--- config.mk ---
export PLATFORM = sky130hd
export DESIGN_NAME = pipelined_mult_unit
export DESIGN_NICKNAME = d
export VERILOG_FILES = /design/src/rtl/pipelined_mult_unit.sv
export SDC_FILE = /design/constraint.sdc
export NUM_CORES = 2
export LEC_CHECK = 0
export CORE_MARGIN = 4
export CORE_UTILIZATION = 50
export DETAILED_ROUTE_END_ITERATION = 7
export HOLD_SLACK_MARGIN = 0.05
export PLACE_DENSITY = 0.69
export SYNTH_ARGS = -nofsm -noshare
export SYNTH_HDL_FRONTEND = slang
export SYNTH_SLANG_ARGS = --single-unit
--- constraint.sdc ---
create_clock -name clock -period 8.3 [get_ports clock]
set_clock_uncertainty 0.2 [all_clocks]
set_input_delay 0.83 -clock clock [delete_from_list [all_inputs] [get_ports clock]]
set_output_delay 0.83 -clock clock [all_outputs]
set_load 0.01 [all_outputs]
--- src/rtl/pipelined_mult_unit.sv ---
// Pipelined RISC-V M-extension multiplier (MUL/MULH/MULHSU/MULHU) with ROB tags,
// speculative kill/resolve tracking and an elastic, bubble-collapsing pipeline.
module pipelined_mult_unit #(
    parameter int XLEN   = 32,
    parameter int STAGES = 4,
    parameter int TAG_W  = 5
) (
    input  logic             clock,
    input  logic             reset,
    input  logic             in_valid,
    output logic             in_ready,
    input  logic [1:0]       in_func,
    input  logic [XLEN-1:0]  in_opa,
    input  logic [XLEN-1:0]  in_opb,
    input  logic [TAG_W-1:0] in_tag,
    input  logic             in_spec,
    input  logic             kill,
    input  logic             resolve,
    output logic             out_valid,
    input  logic             out_ready,
    output logic [XLEN-1:0]  out_value,
    output logic [TAG_W-1:0] out_tag,
    output logic             out_spec,
    output logic             busy
);

    localparam int LAST = STAGES - 1;
    localparam int PW   = 2 * XLEN;

    // Handshake: a transfer happens on a rising edge where valid && ready are both
    // high; valid never depends on ready, and a stalled producer holds its payload.

    // Sign/zero-extend each operand to 2*XLEN so one unsigned multiply gives the
    // correct low 2*XLEN bits for every signedness combination.
    function automatic logic [PW-1:0] full_product(input logic [1:0] func,
                                                   input logic [XLEN-1:0] a,
                                                   input logic [XLEN-1:0] b);
        logic [PW-1:0] ea;
        logic [PW-1:0] eb;
        ea = {{XLEN{a[XLEN-1] & (func != 2'b11)}}, a};
        eb = {{XLEN{b[XLEN-1] & (func[1] == 1'b0)}}, b};
        return ea * eb;
    endfunction

    function automatic logic [XLEN-1:0] select_result(input logic [1:0] func,
                                                      input logic [PW-1:0] prod);
        return (func == 2'b00) ? prod[XLEN-1:0] : prod[PW-1:XLEN];
    endfunction

    logic [STAGES-1:0] st_valid;
    logic [STAGES-1:0] st_spec;
    logic [STAGES-1:0] can_take;
    logic [1:0]        st_func [STAGES];
    logic [TAG_W-1:0]  st_tag  [STAGES];
    logic [PW-1:0]     st_data [STAGES];   // stage 0: {opa, opb}; later stages: product
    logic [PW-1:0]     stage0_product;
    logic              accept;

    // can_take[k]: stage k is empty or will hand its entry downstream this edge.
    always_comb begin
        logic ok;
        can_take = '0;
        ok = !st_valid[LAST] || out_ready;
        can_take[LAST] = ok;
        for (int k = LAST - 1; k >= 0; k--) begin
            ok = !st_valid[k] || ok;
            can_take[k] = ok;
        end
    end

    assign stage0_product = full_product(st_func[0], st_data[0][PW-1:XLEN], st_data[0][XLEN-1:0]);
    assign in_ready       = !reset && can_take[0];
    assign accept         = in_valid && in_ready;

    always_ff @(posedge clock or posedge reset) begin
        if (reset) begin
            st_valid <= '0;
            st_spec  <= '0;
            for (int k = 0; k < STAGES; k++) begin
                st_func[k] <= '0;
                st_tag[k]  <= '0;
                st_data[k] <= '0;
            end
        end else begin
            if (can_take[0]) begin
                st_valid[0] <= accept && !(kill && in_spec);
                st_spec[0]  <= in_spec && !resolve;
                if (accept) begin
                    st_func[0] <= in_func;
                    st_tag[0]  <= in_tag;
                    st_data[0] <= {in_opa, in_opb};
                end
            end else begin
                st_valid[0] <= st_valid[0] && !(kill && st_spec[0]);
                st_spec[0]  <= st_spec[0] && !resolve;
            end
            for (int k = 1; k < STAGES; k++) begin
                if (can_take[k]) begin
                    st_valid[k] <= st_valid[k-1] && !(kill && st_spec[k-1]);
                    st_spec[k]  <= st_spec[k-1] && !resolve;
                    if (st_valid[k-1]) begin
                        st_func[k] <= st_func[k-1];
                        st_tag[k]  <= st_tag[k-1];
                        st_data[k] <= (k == 1) ? stage0_product : st_data[k-1];
                    end
                end else begin
                    st_valid[k] <= st_valid[k] && !(kill && st_spec[k]);
                    st_spec[k]  <= st_spec[k] && !resolve;
                end
            end
        end
    end

    // A single-stage unit still holds raw operands in its only register.
    assign out_value = (STAGES == 1) ? select_result(st_func[0], stage0_product)
                                     : select_result(st_func[LAST], st_data[LAST]);
    assign out_tag   = st_tag[LAST];
    assign out_valid = st_valid[LAST] && !(kill && st_spec[LAST]);
    assign out_spec  = st_spec[LAST] && !resolve;
    assign busy      = |st_valid;

endmodule
==> out/metrics.yaml <==
timing.critical_path.arrival_ns: 8.32
kind_of_cell_with_the_highest_combined_delay_on_the_critical_path: "adder cells"
drive_gt1_share_pct: 11.4
grt_start_max_net_pins: 137
globalRouteTotalUtil_pct: 25.2
final_design_area_no_fill_um2: 54000
worstSkewPairLatency_ns: 0.58
die-area_um2: 103000
path_max_fanout: 19
number_of_antenna_violations_at_the_first_check_in_global_routing: 7
multiInputGateArea_um2: 36800
final_net_count: 6459
synth_sequential_area_ratio_pct: 14.9
synth_simple_gate_area_share_pct: 12.9
first_global_vias: 37400
hold-worst-slack_ns: 0.261
setup_total_negative_slack_ns: 0
synth_adder_area_share_pct: 51.2
synth-async-reset-ratio_pct: 100
post-route-min-period_ns: 8.11
fmax_ghz: 0.123
synth_xor_area_share_pct: 1.16
postRouteWirelength_mm: 126
status: "finished, final reports clean"
num_io_pins: 119
syn-num-nets: 6392
remaining_drc_errors: 0
fp-row-count: 114
synth_edf_count: 0
cts_tree: "built"
clock_tree.htree_level_count: 2
data_required_critical_path_ns: 8.51
synth.mux.area_fraction_pct: 5.72
num_vias: 34200
worstMarginPinSlew_ns: 1.06
unique_cell_type_count_in_the_yosys_netlist: 64
synth.yosys.warnings: 0
final_hold_viol_count: 0
cp_cell_sequence: "nand2_1 -> fa_1 -> inv_1 -> fa_1 -> fa_1 -> fa_1 -> fa_1 -> fa_1 -> fa_1 -> inv_1 -> fa_1 -> inv_1 -> ha_1 -> nand2_1 -> nor4b_4 -> nand2_2 -> a2111o_1 -> and2_1 -> o21ai_1 -> xnor2_1 -> o21ai_1"
synthFlopType: "sky130_fd_sc_hd__dfrtp_1"
routed_wire_length_per_instance_um: 19.8
cts_num_sinks: 292
timing_worst_setup_path_type: "flip-flop to flip-flop"
placed_cells_incl_taps: 6277
cp.buffers_inverters: 3
avgSynthCellArea_um2: 9.87
nFillCells: 8478
cts.reportedPaths.clkPinSlew_ns: 0.08
drv.max_cap_violation_count: 0
layout_worst_path_cycle_share_pct: 97.7
routed_via_density: 5.39
grt-ovfl-total: 0
netlist_area_um2: 49100
drv_slew: 0
dieWidth_um: 321
seq_cells_post_synth: 292
root_buffer: "sky130_fd_sc_hd__clkbuf_16"
synth_top_family_by_area: "adder cells"
first_iter_violations: 1992
worstSetupEndpointType: "flip-flop"
ctsLongestPathBuffers: 3
first_pass_grt_wire_length_mm: 203
timing.hold.worst.class: "flip-flop to flip-flop"
count_of_input_and_output_buffers: 118
core_outline_area_um2: 97100
compound_gate_portion_of_the_synthesized_area_pct: 3.44
seqCellArea_um2: 7350
cp_slowest_stage_delay_ns: 0.98
max-slew-margin-rel_pct: 29.1
placed_area_um2: 52500
hpwl_after_dpl_mm: 104
crit_path_start_kind: "flip-flop"
critical_path.most_common_cell: "sky130_fd_sc_hd__fa_1"
drt_pass1_iterations: 6
ant_nets: 0
synth_cells: 4977
finalWeightedCongestion: 0.903
area_growth_pct: 9.91
layout.cells.non_filler: 6349
tritoncts.num_buffers: 37
cpMaxStageDelayCell: "sky130_fd_sc_hd__dfrtp_1"
initial_utilization_pct: 50.6
finalSetupViolCount: 0
grt_setup_unrepaired: "yes"
chipHeight_um: 321
## cells in the final DEF, fill, tap and decap left out, types with 6 or more instances in the layout
cell,count
sky130_fd_sc_hd__inv_1,1104
sky130_fd_sc_hd__and3_1,14
sky130_fd_sc_hd__clkbuf_16,37
sky130_fd_sc_hd__dfrtp_2,34
sky130_fd_sc_hd__o21a_1,10
sky130_fd_sc_hd__buf_6,8
sky130_fd_sc_hd__nand2_1,840
sky130_fd_sc_hd__o21ai_1,17
sky130_fd_sc_hd__mux2_2,245
sky130_fd_sc_hd__buf_4,166
sky130_fd_sc_hd__a21o_1,25
sky130_fd_sc_hd__a31oi_1,6
sky130_fd_sc_hd__clkbuf_8,7
sky130_fd_sc_hd__nand3_1,22
sky130_fd_sc_hd__dfrtp_1,257
sky130_fd_sc_hd__a21oi_1,66
sky130_fd_sc_hd__o211ai_1,7
sky130_fd_sc_hd__or2_2,7
sky130_fd_sc_hd__a211oi_1,7
sky130_fd_sc_hd__nor2b_1,7
sky130_fd_sc_hd__ha_1,211
sky130_fd_sc_hd__nor3_1,16
sky130_fd_sc_hd__or3_1,7
sky130_fd_sc_hd__o21bai_1,10
sky130_fd_sc_hd__o21ai_0,62
sky130_fd_sc_hd__buf_12,15
sky130_fd_sc_hd__and2_1,364
sky130_fd_sc_hd__clkdlybuf4s50_1,118
sky130_fd_sc_hd__nor2_1,59
sky130_fd_sc_hd__fa_1,1120
sky130_fd_sc_hd__xnor2_1,45
sky130_fd_sc_hd__a21oi_2,8
sky130_fd_sc_hd__xor2_1,19
sky130_fd_sc_hd__o31ai_1,11
sky130_fd_sc_hd__nand4_1,14
## metal layers
metal,up-vias,global-route usage [%],routed length (um)
met3,312,3.65,8090
met2,1196,43.6,63500
met5,-,0,25
met4,4,8.99,4890
met1,18000,32.6,49100
li1,14700,-,-
## Yosys cell counts, drive strengths merged, types with 19 or more instances
master | count | share of area (%)
mux2 | 245 | 5.6
fa | 1125 | 46
xnor2 | 46 | 0.82
a21o | 25 | 0.38
o21ai | 80 | 0.81
nand2 | 843 | 6.4
ha | 212 | 5.4
nor2 | 60 | 0.46
and2 | 365 | 4.6
a21oi | 75 | 0.80
xor2 | 19 | 0.34
inv | 1106 | 8.4
dfrtp | 292 | 15
clkbuf | 265 | 2.0
nand3 | 23 | 0.24
## through the flow
stage               setup WS (ns)  utilization (%)
finish                      0.191             55.6
global route              -0.0159             55.6
CTS                        0.0278             55.4
detailed placement        -0.0941             54.0
global placement          -0.0111             54.0
floorplan                  0.0475                -
## sequential cells by signal (all words and copies together) (netlist names)
name      count
out_tag       5
st_data     256
st_spec       4
st_tag       15
st_valid      4
st_func       8
## area by class of cell
type                    count  area share (%)
multi-input cells        3300            68.1
flip-flops and latches    292            13.6
inverters                1106            7.70
repair buffers            307            5.22
well taps                1276            2.96
clock buffers              49            1.93
clock inverters            16           0.503
diodes                      3          0.0139
## kinds of logic after synthesis
logic type / count (synthesis)
buffers and inverters: 1385
and+or+nand+nor: 1380
adders and majority gates: 1337
AOI/OAI and AO/OA: 268
xor gates and xnor gates: 65
muxes: 250
DFF: 292
## final timing paths
check / from / end / slack, ns / cells past startpoint
min reg2reg: st_tag[17]$_DFFE_PP0P_ / st_tag[12]$_DFFE_PP0P_ / 0.26 / 2
max: st_data[221]$_DFFE_PP0P_ / st_data[172]$_DFFE_PP0P_ / 0.19 / 21
min: st_tag[17]$_DFFE_PP0P_ / st_tag[12]$_DFFE_PP0P_ / 0.26 / 2
min in group asynchronous: reset / st_tag[18]$_DFFE_PP0P_ / 0.61 / 2
max in group asynchronous: reset / st_data[251]$_DFFE_PP0P_ / 5.82 / 3
max reg2reg: st_data[221]$_DFFE_PP0P_ / st_data[172]$_DFFE_PP0P_ / 0.19 / 21
## tightest hold or removal path, stage by stage, from the launching register on
cell	delay (ns)
sky130_fd_sc_hd__dfrtp_1	0.35
sky130_fd_sc_hd__nand2_1	0.05
sky130_fd_sc_hd__nand2_1	0.05
## repair_timing
item                                    CTS  global route
hold buffers                              0             0
gates resized for setup                  15            55
pin swaps                                 0             7
setup buffers                             0             4
endpoints found under the setup margin    8            23
endpoints found under the hold margin     0             0
Power is not shown: default switching activity piles up to over one toggle a cycle in this logic, so the estimate is an artifact.
